<file path="src/rtl/fir_s2p_buffer_if.sv">
// fir_s2p_buffer_if: bus between the FIR output, the serial-to-parallel
// buffer and the FFT input.
//
// Handshake rules:
//   - in_valid is a strobe with no back-pressure. A sample offered while no
//     bank is free is dropped, and overrun reports the drop one cycle later.
//   - A frame transfers on a rising clk edge where out_valid=1 and
//     out_ready=1. While out_valid=1, out_d is held stable. out_valid never
//     depends on out_ready. out_ready with out_valid=0 is ignored.
//
// dbg_bank_state exposes the two bank state machines as {bank1, bank0}.
// Each 2-bit field is 0=EMPTY, 1=FILLING, 2=FULL.
interface fir_s2p_buffer_if #(
    parameter int N  = 16,
    parameter int DW = 16
);
    logic            in_valid;
    logic [DW-1:0]   in_d;
    logic            out_valid;
    logic            out_ready;
    logic [N*DW-1:0] out_d;
    logic            overrun;
    logic [3:0]      dbg_bank_state;

    // Buffer side
    modport slave (
        input  in_valid,
        input  in_d,
        input  out_ready,
        output out_valid,
        output out_d,
        output overrun,
        output dbg_bank_state
    );

    // Producer/consumer side (FIR + FFT, or a bench)
    modport master (
        output in_valid,
        output in_d,
        output out_ready,
        input  out_valid,
        input  out_d,
        input  overrun,
        input  dbg_bank_state
    );
endinterface

</file>
<file path="src/rtl/fir_s2p_buffer.sv">
// fir_s2p_buffer: ping-pong serial-to-parallel stage between FIR and FFT.
// Samples are collected into N-sample frames in two banks. One bank fills
// while the other is offered to the FFT as a single N*DW-bit word.
//
// Optional build macro S2P_BIT_REVERSE_EN:
//   When defined, sample i of a frame is stored in slot bitrev(i). The frame
//   is then delivered in bit-reversed order for an in-place radix-2 DIT FFT.
//   When undefined, slot i holds sample i (natural order).
//   Ports, latency and handshake are the same in both builds.
module fir_s2p_buffer #(
    parameter int N  = 16,
    parameter int DW = 16
) (
    input  logic             clk,
    input  logic             rst,
    fir_s2p_buffer_if.slave  bus
);
    localparam int LW = (N > 1) ? $clog2(N) : 1;

    typedef enum logic [1:0] {
        BANK_EMPTY   = 2'd0,
        BANK_FILLING = 2'd1,
        BANK_FULL    = 2'd2
    } bank_state_t;

    bank_state_t     bank_st_q [2];
    bank_state_t     bank_st_d [2];
    logic [N*DW-1:0] bank_q    [2];
    logic [N*DW-1:0] bank_d    [2];

    logic            wr_sel_q, wr_sel_d;
    logic            rd_sel_q, rd_sel_d;
    logic [LW-1:0]   wr_cnt_q, wr_cnt_d;
    logic            out_valid_q, out_valid_d;
    logic            overrun_q, overrun_d;
    logic [N*DW-1:0] out_d_q, out_d_d;

    logic            handshake;
    logic            wr_bank_full;
    logic            accept;
    logic [LW-1:0]   wr_addr;

    // Map the arrival index within a frame to its storage slot.
    function automatic logic [LW-1:0] slot_addr(input logic [LW-1:0] idx);
        logic [LW-1:0] r;
`ifdef S2P_BIT_REVERSE_EN
        for (int b = 0; b < LW; b++) begin
            r[b] = idx[LW-1-b];
        end
`else
        r = idx;
`endif
        return r;
    endfunction

    // Handshake and write-acceptance decode. A bank freed by this cycle's
    // handshake can take the incoming sample in the same cycle.
    always_comb begin
        handshake    = out_valid_q && bus.out_ready;
        wr_bank_full = (bank_st_q[wr_sel_q] == BANK_FULL) &&
                       !(handshake && (rd_sel_q == wr_sel_q));
        accept       = bus.in_valid && !wr_bank_full;
        wr_addr      = slot_addr(wr_cnt_q);
    end

    // Next state: bank FSMs, bank contents, pointers and registered outputs.
    always_comb begin
        bank_st_d[0] = bank_st_q[0];
        bank_st_d[1] = bank_st_q[1];
        bank_d[0]    = bank_q[0];
        bank_d[1]    = bank_q[1];
        wr_sel_d     = wr_sel_q;
        rd_sel_d     = rd_sel_q;
        wr_cnt_d     = wr_cnt_q;
        overrun_d    = bus.in_valid && wr_bank_full;

        // The read side releases its bank first, so a write to the same bank
        // later in this block sees it as EMPTY and starts a new frame.
        if (handshake) begin
            bank_st_d[rd_sel_q] = BANK_EMPTY;
            rd_sel_d            = ~rd_sel_q;
        end

        if (accept) begin
            for (int k = 0; k < N; k++) begin
                if (wr_addr == LW'(k)) begin
                    bank_d[wr_sel_q][k*DW +: DW] = bus.in_d;
                end
            end
            if (wr_cnt_q == LW'(N-1)) begin
                bank_st_d[wr_sel_q] = BANK_FULL;
                wr_cnt_d            = '0;
                wr_sel_d            = ~wr_sel_q;
            end else begin
                bank_st_d[wr_sel_q] = BANK_FILLING;
                wr_cnt_d            = wr_cnt_q + LW'(1);
            end
        end

        // Present whatever bank the read pointer will point at. The word is
        // only reloaded while a frame is valid, so it holds between frames.
        out_valid_d = (bank_st_d[rd_sel_d] == BANK_FULL);
        out_d_d     = out_valid_d ? bank_d[rd_sel_d] : out_d_q;
    end

    // State registers with asynchronous active-high reset.
    always_ff @(posedge clk or posedge rst) begin
        if (rst) begin
            bank_st_q[0] <= BANK_EMPTY;
            bank_st_q[1] <= BANK_EMPTY;
            bank_q[0]    <= '0;
            bank_q[1]    <= '0;
            wr_sel_q     <= 1'b0;
            rd_sel_q     <= 1'b0;
            wr_cnt_q     <= '0;
            out_valid_q  <= 1'b0;
            overrun_q    <= 1'b0;
            out_d_q      <= '0;
        end else begin
            bank_st_q[0] <= bank_st_d[0];
            bank_st_q[1] <= bank_st_d[1];
            bank_q[0]    <= bank_d[0];
            bank_q[1]    <= bank_d[1];
            wr_sel_q     <= wr_sel_d;
            rd_sel_q     <= rd_sel_d;
            wr_cnt_q     <= wr_cnt_d;
            out_valid_q  <= out_valid_d;
            overrun_q    <= overrun_d;
            out_d_q      <= out_d_d;
        end
    end

    // Output drive.
    always_comb begin
        bus.out_valid      = out_valid_q;
        bus.out_d          = out_d_q;
        bus.overrun        = overrun_q;
        bus.dbg_bank_state = {bank_st_q[1], bank_st_q[0]};
    end
endmodule
</file>
<file path="src/flat_wrapper.sv">
// flat-port wrapper written by rule: the top's interface ports become plain ports
module fir_s2p_buffer_flat 
#(
    parameter int N  = 16,
    parameter int DW = 16
)
  (clk, rst, bus_in_valid, bus_in_d, bus_out_ready, bus_out_valid, bus_out_d, bus_overrun, bus_dbg_bank_state);
  fir_s2p_buffer_if #(.N(N), .DW(DW)) bus_i ();
  input  logic clk;
  input  logic rst;
  input wire logic [$bits(bus_i.in_valid)-1:0] bus_in_valid;
  input wire logic [$bits(bus_i.in_d)-1:0] bus_in_d;
  input wire logic [$bits(bus_i.out_ready)-1:0] bus_out_ready;
  output wire logic [$bits(bus_i.out_valid)-1:0] bus_out_valid;
  output wire logic [$bits(bus_i.out_d)-1:0] bus_out_d;
  output wire logic [$bits(bus_i.overrun)-1:0] bus_overrun;
  output wire logic [$bits(bus_i.dbg_bank_state)-1:0] bus_dbg_bank_state;
  assign bus_i.in_valid = bus_in_valid;
  assign bus_i.in_d = bus_in_d;
  assign bus_i.out_ready = bus_out_ready;
  assign bus_out_valid = bus_i.out_valid;
  assign bus_out_d = bus_i.out_d;
  assign bus_overrun = bus_i.overrun;
  assign bus_dbg_bank_state = bus_i.dbg_bank_state;
  fir_s2p_buffer #(.N(N), .DW(DW)) u_core (.clk(clk), .rst(rst), .bus(bus_i));
endmodule
</file>
<file path="config.mk">
export PLATFORM = sky130hd
export DESIGN_NAME = fir_s2p_buffer_flat
export DESIGN_NICKNAME = d
export VERILOG_FILES = /design/src/rtl/fir_s2p_buffer_if.sv /design/src/rtl/fir_s2p_buffer.sv /design/src/flat_wrapper.sv
export SDC_FILE = /design/constraint.sdc
export NUM_CORES = 1
export LEC_CHECK = 0
export CORE_ASPECT_RATIO = 1.75
export CORE_MARGIN = 2
export CORE_UTILIZATION = 59
export DETAILED_ROUTE_END_ITERATION = 12
export GPL_ROUTABILITY_DRIVEN = 0
export PLACE_DENSITY_LB_ADDON = 0.05
export SLEW_MARGIN = 20
export SYNTH_ARGS = -nofsm -noshare
export SYNTH_HDL_FRONTEND = slang
export SYNTH_SLANG_ARGS = --single-unit
</file>
<file path="constraint.sdc">
create_clock -name clk -period 37.1 [get_ports clk]
set_clock_uncertainty 0.2 [all_clocks]
set_input_delay 5.565 -clock clk [delete_from_list [all_inputs] [get_ports clk]]
set_output_delay 5.565 -clock clk [all_outputs]
set_load 0.01 [all_outputs]
</file>
==> flow_summary.json, run 1 <==
{
  "worst_setup_path_start_kind": "input port",
  "hold_violations": 0,
  "drv_cap": 0,
  "fin_nets": 2997,
  "finalSetupViolCount": 0,
  "sw_frac_of_total": 0.368,
  "slowest_delay_ps": 970,
  "cts_buffers": 71,
  "drt_iter0_markers": 2419,
  "fin_tns_setup_ps": 0,
  "ir_worst_vdd_mv": 0.126,
  "cp-startpoint": "bus_out_ready",
  "ctsHoldBuffers": 0,
  "start_util": 0.596,
  "wl_per_cell_um": 28.9,
  "multiInputGateArea_sq_um": 15300,
  "worst_pin_slew_ps": 1220,
  "drive_above_1_share": 0.243,
  "cts_tree": "done",
  "fmax_mhz": 97.4,
  "synth_cells": 2961,
  "grt_pass1_vias": 28100,
  "holdPathStages": 2,
  "cts_repair_resize_count": 0,
  "area_delta_synth_final_pct": 14.0,
  "r2r_end": "u_core.bank_q[95]",
  "p_total_uw": 3610,
  "synth_area_sq_um": 36400,
  "antenna_found_initial": 1,
  "max-clock-path-buffers": 3,
  "pwr-share-comb": 0.391,
  "io_buffer_count": 281,
  "grt_use_total": 0.344,
  "worstSetupPathType": "input port to flop",
  "p_per_area_nw_per_um2": 86.9,
  "crit_chain": "clkdlybuf4s50_1, nand2_1, o22ai_4, buf_12, buf_4, buf_4, nand2_1, mux2_2",
  "regArea_sq_um": 19500,
  "wirelength_um": 110000,
  "clock-sinks": 780,
  "holdWs_ps": 294,
  "dp_hpwl_um": 57500,
  "ys.flop_type": "dfrtp_1",
  "cts_root_buf": "clkbuf_16",
  "die_h_um": 333,
  "endpoint": "u_core.bank_q[95]",
  "syn_avg_cell_area_sq_um": 12.3,
  "p_sw_uw": 1330,
  "hp-class": "flop to flop",
  "synth_warnings": 0,
  "io_pins": 282,
  "num_rows": 120,
  "first_pass_iters": 5,
  "cp_max_fo": 214,
  "n_fill_cell": 4506,
  "fp.coreArea_sq_um": 61100,
  "cp_slowest_cell": "buf_4",
  "synth.distinct_cells": 49,
  "ys_async_sr_fraction": 1.00,
  "slew_violations": 0,
  "post-cts-setup-buffer-count": 0,
  "antenna_left": 0,
  "cts-htree-levels": 3,
  "insertion_delay_ps": 620,
  "place_ws_ps": 26290,
  "final_cell_area_sq_um": 41500,
  "seqPwrFrac": 0.406,
  "syn_nets": 2985,
  "cts.clk_slew.worst_paths_ps": 60,
  "worstPathArrival_ps": 10550,
  "synth_seq_cells": 780,
  "ys_seq_area_frac": 0.536,
  "cp.required_ps": 37380,
  "fin_crit_sh": 0.277,
  "outcome": "finished, final reports clean",
  "pwr-share-clk": 0.202,
  "die_w_um": 192,
  "period_minus_slack_ps": 10270,
  "finalWorstSetupSlack_ps": 26830,
  "r2r-start": "u_core.wr_sel_q",
  "relSlewSlack": 0.185,
  "overflow": 0,
  "via_count": 27800,
  "worstSetupEndpointType": "flop",
  "grt_pass1_wl_um": 170000,
  "grt_max_degree": 215,
  "final_cell_mix": "dfrtp_1 (780), mux2_2 (513), a211oi_1 (480)",
  "place_area_sq_um": 39200,
  "drc": 0,
  "rsz0062_at_grt": "false",
  "r2r_slack_ps": 31520,
  "routed_via_density": 7.28,
  "dieArea_sq_um": 63800,
  "reg2regPathDepth": 7,
  "synth_edf_count": 0,
  "final_common_cell": "dfrtp_1",
  "p_int_uw": 2280,
  "p_leak_uw": 0.0172
}
-- flip-flops by register name, indices dropped and copies added (netlist names) --
register                   cells
u_core.bank_q                512
u_core.bus.out_d             256
u_core.bus.dbg_bank_state      4
u_core.wr_addr                 4
u_core.bus.out_valid           1
u_core.bus.overrun             1
u_core.rd_sel_q                1
u_core.wr_sel_q                1
-- stage by stage --
step / util / instances
floorplan: - / 2961
global route: 0.679 / 3819
detailed placement: 0.642 / 3691
global placement: 0.641 / 3691
finish: 0.679 / 3820
CTS: 0.679 / 3817
-- layout make-up --
class | count | share of cell area
diodes | 1 | 0.0000603
clock buffers | 105 | 0.0503
clock inverters | 21 | 0.00419
inverters | 22 | 0.00235
multi-input cells | 1744 | 0.368
flip-flops and latches | 780 | 0.470
well taps | 793 | 0.0239
repair buffers | 354 | 0.0815
-- worst max-delay path, delay by kind of cell --
kind / cells / cell delay, ps
buf+inv: 4 / 3080
mux: 1 / 490
simple gates: 2 / 960
compound gates: 1 / 260
-- power groups by stage --
| stage | clock, uW | sequential, uW | combinational, uW |
|---|---|---|---|
| 6_report | 729 | 1470 | 1410 |
| 3_3_place_gp | 0 | 1450 | 1350 |
| 2_1_floorplan | 0 | 1440 | 883 |
| 4_1_cts | 739 | 1460 | 1410 |
| 3_5_place_dp | 0 | 1470 | 1400 |
| 5_1_grt | 772 | 1500 | 1520 |
-- logic make-up (layout without fill, tap and decap cells) --
kind of cell	Yosys count	after routing	synth area share
AO/OA/AOI/OAI	1024	1024	0.224
XOR/XNOR	3	3	0.000722
adder cells (fa/ha/maj)	4	4	0.00137
buffers and inverters	437	502	0.0472
flip-flops	780	780	0.536
multiplexers	514	514	0.159
other	0	1	0
AND/OR/NAND/NOR	199	199	0.0315
-- layer usage --
metal,global-route usage,vias up,part of all wire
met5,0,-,0
met4,0.157,0,0.042
met3,0.0628,199,0.077
met2,0.541,1234,0.48
met1,0.466,14500,0.40
li1,-,11800,-
-- synth_stat cells (34+ instances only) --
| cell type | number | area [sq um] |
|---|---|---|
| dfrtp_1 | 780 | 19500 |
| mux2_2 | 513 | 5780 |
| a211oi_1 | 481 | 3610 |
| clkbuf_1 | 334 | 1250 |
| o2111ai_1 | 240 | 2100 |
| o31ai_1 | 193 | 1450 |
| nand3b_1 | 52 | 390 |
| buf_2 | 51 | 255 |
| nor4_1 | 48 | 300 |
| o41ai_1 | 40 | 350 |
| nand2_1 | 34 | 128 |
| nor2_1 | 34 | 128 |
-- worst min path at each step --
stage	startpoint	to
floorplan	u_core.bank_q[499]	u_core.bank_q[499]
global placement	u_core.bank_q[499]	u_core.bank_q[499]
detailed placement	u_core.bank_q[499]	u_core.bank_q[499]
CTS	u_core.bank_q[499]	u_core.bank_q[499]
global route	u_core.bank_q[499]	u_core.bank_q[499]
finish	u_core.bank_q[241]	u_core.bus.out_d[241]
Note: power is estimated with default switching activity, not from simulation.
==> inputs of run 2 (changes only) <==
- clock period: 37.1 -> 9.7 ns (I/O delays scaled with it)
==> run 2 against run 1 <==
Net effect:
- cell area increased by 0.27%
- combinational power increased to 3.9 times the previous value
- clock-buffer cell count decreased by 5
- via count increased by 0.46%
- sequential share of layout area decreased by 0.13 points
- worst setup slack got worse by 22000 ps
- critical endpoint is now u_core.bus.out_d[229]
==> flow_summary.json, run 2 (same netlist as run 1, synthesis figures left out) <==
{
  "slew_violations": 0,
  "finish.utilization": 0.681,
  "period_minus_slack_ps": 5010,
  "cp.required_ps": 9990,
  "dieArea_sq_um": 63800,
  "p_total_uw": 13900,
  "ir_worst_vdd_mv": 0.421,
  "crit_chain": "clkdlybuf4s50_1, a21boi_0, nor2_4, buf_4, buf_16, inv_8, buf_12, a211oi_1, o41ai_1",
  "drt_iter0_markers": 2521,
  "insertion_delay_ps": 630,
  "routed_via_density": 7.33,
  "cts_root_buf": "clkbuf_16",
  "cts.clk_slew.worst_paths_ps": 70,
  "worstSetupEndpointType": "flop",
  "cts_buffers": 71,
  "final_cell_mix": "dfrtp_1 (780), mux2_2 (513), a211oi_1 (480)",
  "worst_pin_slew_ps": 1210,
  "antenna_left": 0,
  "hold_violations": 0,
  "grt_max_degree": 215,
  "slowest_delay_ps": 740,
  "top_layer": "met4",
  "drc": 0,
  "top_register": "u_core.bank_q",
  "placedCellCount": 3693,
  "worst_setup_path_start_kind": "input port",
  "fp.coreArea_sq_um": 61100,
  "antenna_found_initial": 1,
  "dp_hpwl_um": 57800,
  "hp-class": "flop to flop",
  "p_per_area_nw_per_um2": 335,
  "drv_cap": 0,
  "rsz0062_at_grt": "false",
  "wl_per_cell_um": 29.5,
  "start_util": 0.596,
  "grt_pass1_wl_um": 173000,
  "outcome": "finished, final reports clean",
  "diodes": 0,
  "wirelength_um": 113000,
  "fin_cells": 3813,
  "area_delta_synth_final_pct": 14.3,
  "largest_reg_flops": 512,
  "io_pins": 282,
  "holdPathStages": 1,
  "die_w_um": 192,
  "via_count": 27900,
  "worstSetupPathType": "input port to flop",
  "drive_above_1_share": 0.243,
  "overflow": 0,
  "ctsHoldBuffers": 0,
  "max-clock-path-buffers": 3,
  "die_h_um": 333,
  "wl_met2_um": 53800,
  "fmax_mhz": 199,
  "cts-htree-levels": 3,
  "n_fill_cell": 4473,
  "first_pass_iters": 5,
  "final_cell_area_sq_um": 41600,
  "post-cts-setup-buffer-count": 0,
  "cp_slowest_cell": "a21boi_0",
  "wl_met3_um": 8540,
  "num_rows": 120,
  "clock-sinks": 780,
  "finalSetupViolCount": 0,
  "reg2regPathDepth": 6,
  "worstHoldStart": "u_core.bank_q[499]",
  "cts_tree": "done",
  "final_common_cell": "dfrtp_1",
  "relSlewSlack": 0.194,
  "grt_pass1_vias": 28300,
  "place_area_sq_um": 39300,
  "cp-startpoint": "bus_out_ready",
  "r2r-start": "u_core.wr_sel_q",
  "io_buffer_count": 281,
  "cp_max_fo": 145,
  "fin_nets": 2998,
  "wl_met1_um": 45200,
  "fin_crit_sh": 0.517,
  "worstPathArrival_ps": 5300,
  "cts_repair_resize_count": 0,
  "p_leak_uw": 0.0172,
  "grt_use_total": 0.351
}
-- run 2: cell types whose count changed in the layout (fill, tap and decap cells not counted), moves of 2 or more --
cell and change:
inv_6 -5, buf_6 +2, buf_12 +3, clkinv_2 -2, bufinv_16 +3, clkinvlp_4 +2
clkbuf_8 +2, buf_4 -5, clkbuf_1 -7
-- run 2: worst max-delay path: cells and delay by family --
kind	cells	cell delay (ps)
buf+inv	5	2360
simple gates	1	20
compound gates	3	1270
-- run 2: area by class of cell --
| cell class | count | area (sq um) | share of cell area |
|---|---|---|---|
| multi-input cells | 1744 | 15300 | 0.366 |
| repair buffers | 355 | 3460 | 0.0831 |
| inverters | 22 | 93.8 | 0.00225 |
| flip-flops and latches | 780 | 19500 | 0.469 |
| clock buffers | 100 | 2090 | 0.0502 |
| clock inverters | 19 | 226 | 0.00544 |
| well taps | 793 | 992 | 0.0238 |
-- run 2: through the flow --
step	TNS (ps)	worst slack, ps	hold WS, ps
global placement	0	4200	267
floorplan	-2071660	-2660	259
finish	0	4690	292
detailed placement	0	4090	280
CTS	0	4750	294
global route	0	4530	316
-- run 2: power by group --
part,switching [uW],leakage [uW],internal [uW]
Combinational,2930,0.00587,2520
Clock,1240,0.00115,1630
Sequential,939,0.0102,4680
Total,5110,0.0172,8830
-- run 2: final timing paths --
check / to / slack, ps
min in group asynchronous: u_core.bank_q[138] / 1110
max in group asynchronous: u_core.bank_q[6] / 5970
hold reg to reg: u_core.bank_q[499] / 290
hold / removal: u_core.bank_q[499] / 290
setup reg to reg: u_core.bank_q[407] / 5200
setup / recovery: u_core.bus.out_d[229] / 4690
-- run 2: per-layer routing --
layer / track usage / up-vias
met5: 0 / -
met4: 0.161 / 0
met3: 0.0710 / 257
met2: 0.551 / 1277
met1: 0.472 / 14600
li1: - / 11800
==> inputs of run 3 (changes only) <==
- CORE_UTILIZATION: 59 -> 53
- clock period: 9.7 -> 4.2 ns (I/O delays scaled with it)
==> run 3 against run 2 <==
Net effect:
- flip-flop and latch count stayed put
- cell count is 4.0% higher
- worst hold slack worse by 77 ps
- clock-buffer cell count is 7 higher
- critical endpoint is now u_core.bank_q[193]
- largest cell class unchanged
- largest power group unchanged
- highest routed layer is now met5
==> flow_summary.json, run 3 (same netlist as run 1, synthesis figures left out) <==
{
  "antenna_left": 0,
  "ir_worst_vdd_mv": 1.27,
  "worstPathArrival_ps": 3680,
  "die_h_um": 351,
  "worstSetupPathType": "flop to flop",
  "diodes": 0,
  "clock-sinks": 780,
  "drv_cap": 0,
  "drc": 0,
  "period_minus_slack_ps": 3370,
  "grt_max_degree": 165,
  "cp-startpoint": "u_core.wr_addr[0]",
  "slew_violations": 0,
  "antenna_found_initial": 2,
  "r2r-start": "u_core.wr_addr[0]",
  "p_total_uw": 32700,
  "p_per_area_nw_per_um2": 772,
  "n_fill_cell": 5505,
  "reg2regPathDepth": 8,
  "place_area_sq_um": 39900,
  "finalSetupViolCount": 0,
  "cts.clk_slew.worst_paths_ps": 60,
  "cts-htree-levels": 3,
  "r2r_end": "u_core.bank_q[193]",
  "wl_per_cell_um": 29.0,
  "num_rows": 127,
  "fin_tns_setup_ps": 0,
  "r2r_slack_ps": 830,
  "worst_setup_path_start_kind": "flop",
  "placedCellCount": 3839,
  "holdWs_ps": 215,
  "final_cell_area_sq_um": 42400,
  "area_delta_synth_final_pct": 16.5,
  "fin_nets": 3035,
  "top_register": "u_core.bank_q",
  "hold_violations": 0,
  "via_count": 27800,
  "first_pass_iters": 5,
  "grt_pass1_vias": 28600,
  "die_w_um": 202,
  "post-cts-setup-buffer-count": 0,
  "cts_root_buf": "clkbuf_16",
  "dp_hpwl_um": 64300,
  "cp_max_fo": 18,
  "final_cell_mix": "dfrtp_1 (780), mux2_2 (513), a211oi_1 (480)",
  "fmax_mhz": 297,
  "start_util": 0.533,
  "fin_crit_sh": 0.802,
  "io_pins": 282,
  "cts_buffers": 72,
  "rsz0062_at_grt": "false",
  "worstSetupEndpointType": "flop",
  "overflow": 0,
  "outcome": "finished, final reports clean",
  "cp.required_ps": 4510,
  "insertion_delay_ps": 650,
  "ctsHoldBuffers": 0,
  "drt_iter0_markers": 2314,
  "relSlewSlack": 0.212,
  "grt_pass1_wl_um": 177000,
  "dieArea_sq_um": 70900,
  "max-clock-path-buffers": 3,
  "largest_reg_flops": 512,
  "routed_via_density": 7.00,
  "worst_pin_slew_ps": 1180,
  "p_leak_uw": 0.0176,
  "cts_tree": "done",
  "final_common_cell": "dfrtp_1",
  "drive_above_1_share": 0.254,
  "fin_cells": 3967,
  "cts_repair_resize_count": 0,
  "grt_use_total": 0.323,
  "io_buffer_count": 281,
  "hp-class": "input port to asynchronous set/reset pin",
  "wirelength_um": 115000,
  "fp.coreArea_sq_um": 68300
}
[run 3: how the worst max path moves through the flow]
stage / to / slack, ps / cells after the start
floorplan: u_core.bank_q[0] / -7330 / 1
global placement: u_core.bank_q[472] / 650 / 6
detailed placement: u_core.bank_q[469] / 570 / 6
CTS: u_core.bank_q[152] / 900 / 7
global route: u_core.bank_q[202] / 710 / 8
finish: u_core.bank_q[193] / 830 / 8
[run 3: layer usage]
metal / share of wire / vias to the layer above / global-route usage
li1: - / 11900 / -
met1: 0.42 / 14600 / 0.433
met2: 0.48 / 1081 / 0.520
met3: 0.070 / 228 / 0.0632
met4: 0.035 / 2 / 0.128
met5: 0.000069 / - / 0
[run 3: where the power goes]
group / switching, uW / leakage, uW / internal (uW)
logic: 6810 / 0.00612 / 5920
registers: 2160 / 0.0102 / 10800
clock network: 2950 / 0.00124 / 4090
[run 3: final cells by class]
type | instances | area, sq um | area share
well taps | 903 | 1130 | 0.0266
multi-input cells | 1744 | 15200 | 0.360
inverters | 22 | 93.8 | 0.00221
flip-flops and latches | 780 | 19500 | 0.460
clock inverters | 20 | 283 | 0.00667
clock buffers | 107 | 2220 | 0.0523
repair buffers | 391 | 3920 | 0.0924
[run 3: critical path, stage by stage (launching register included)]
cell	delay (ps)
dfrtp_1	440
inv_1	130
ha_1	160
buf_4	270
nand3_1	460
nor2_1	230
buf_4	290
nand2_1	550
mux2_2	490
[run 3: per-stage QoR]
| stage | setup slack, ps | utilization |
|---|---|---|
| finish | 833 | 0.621 |
| detailed placement | 568 | 0.584 |
| global placement | 652 | 0.584 |
| CTS | 900 | 0.620 |
| global route | 709 | 0.621 |
| floorplan | -7330 | - |
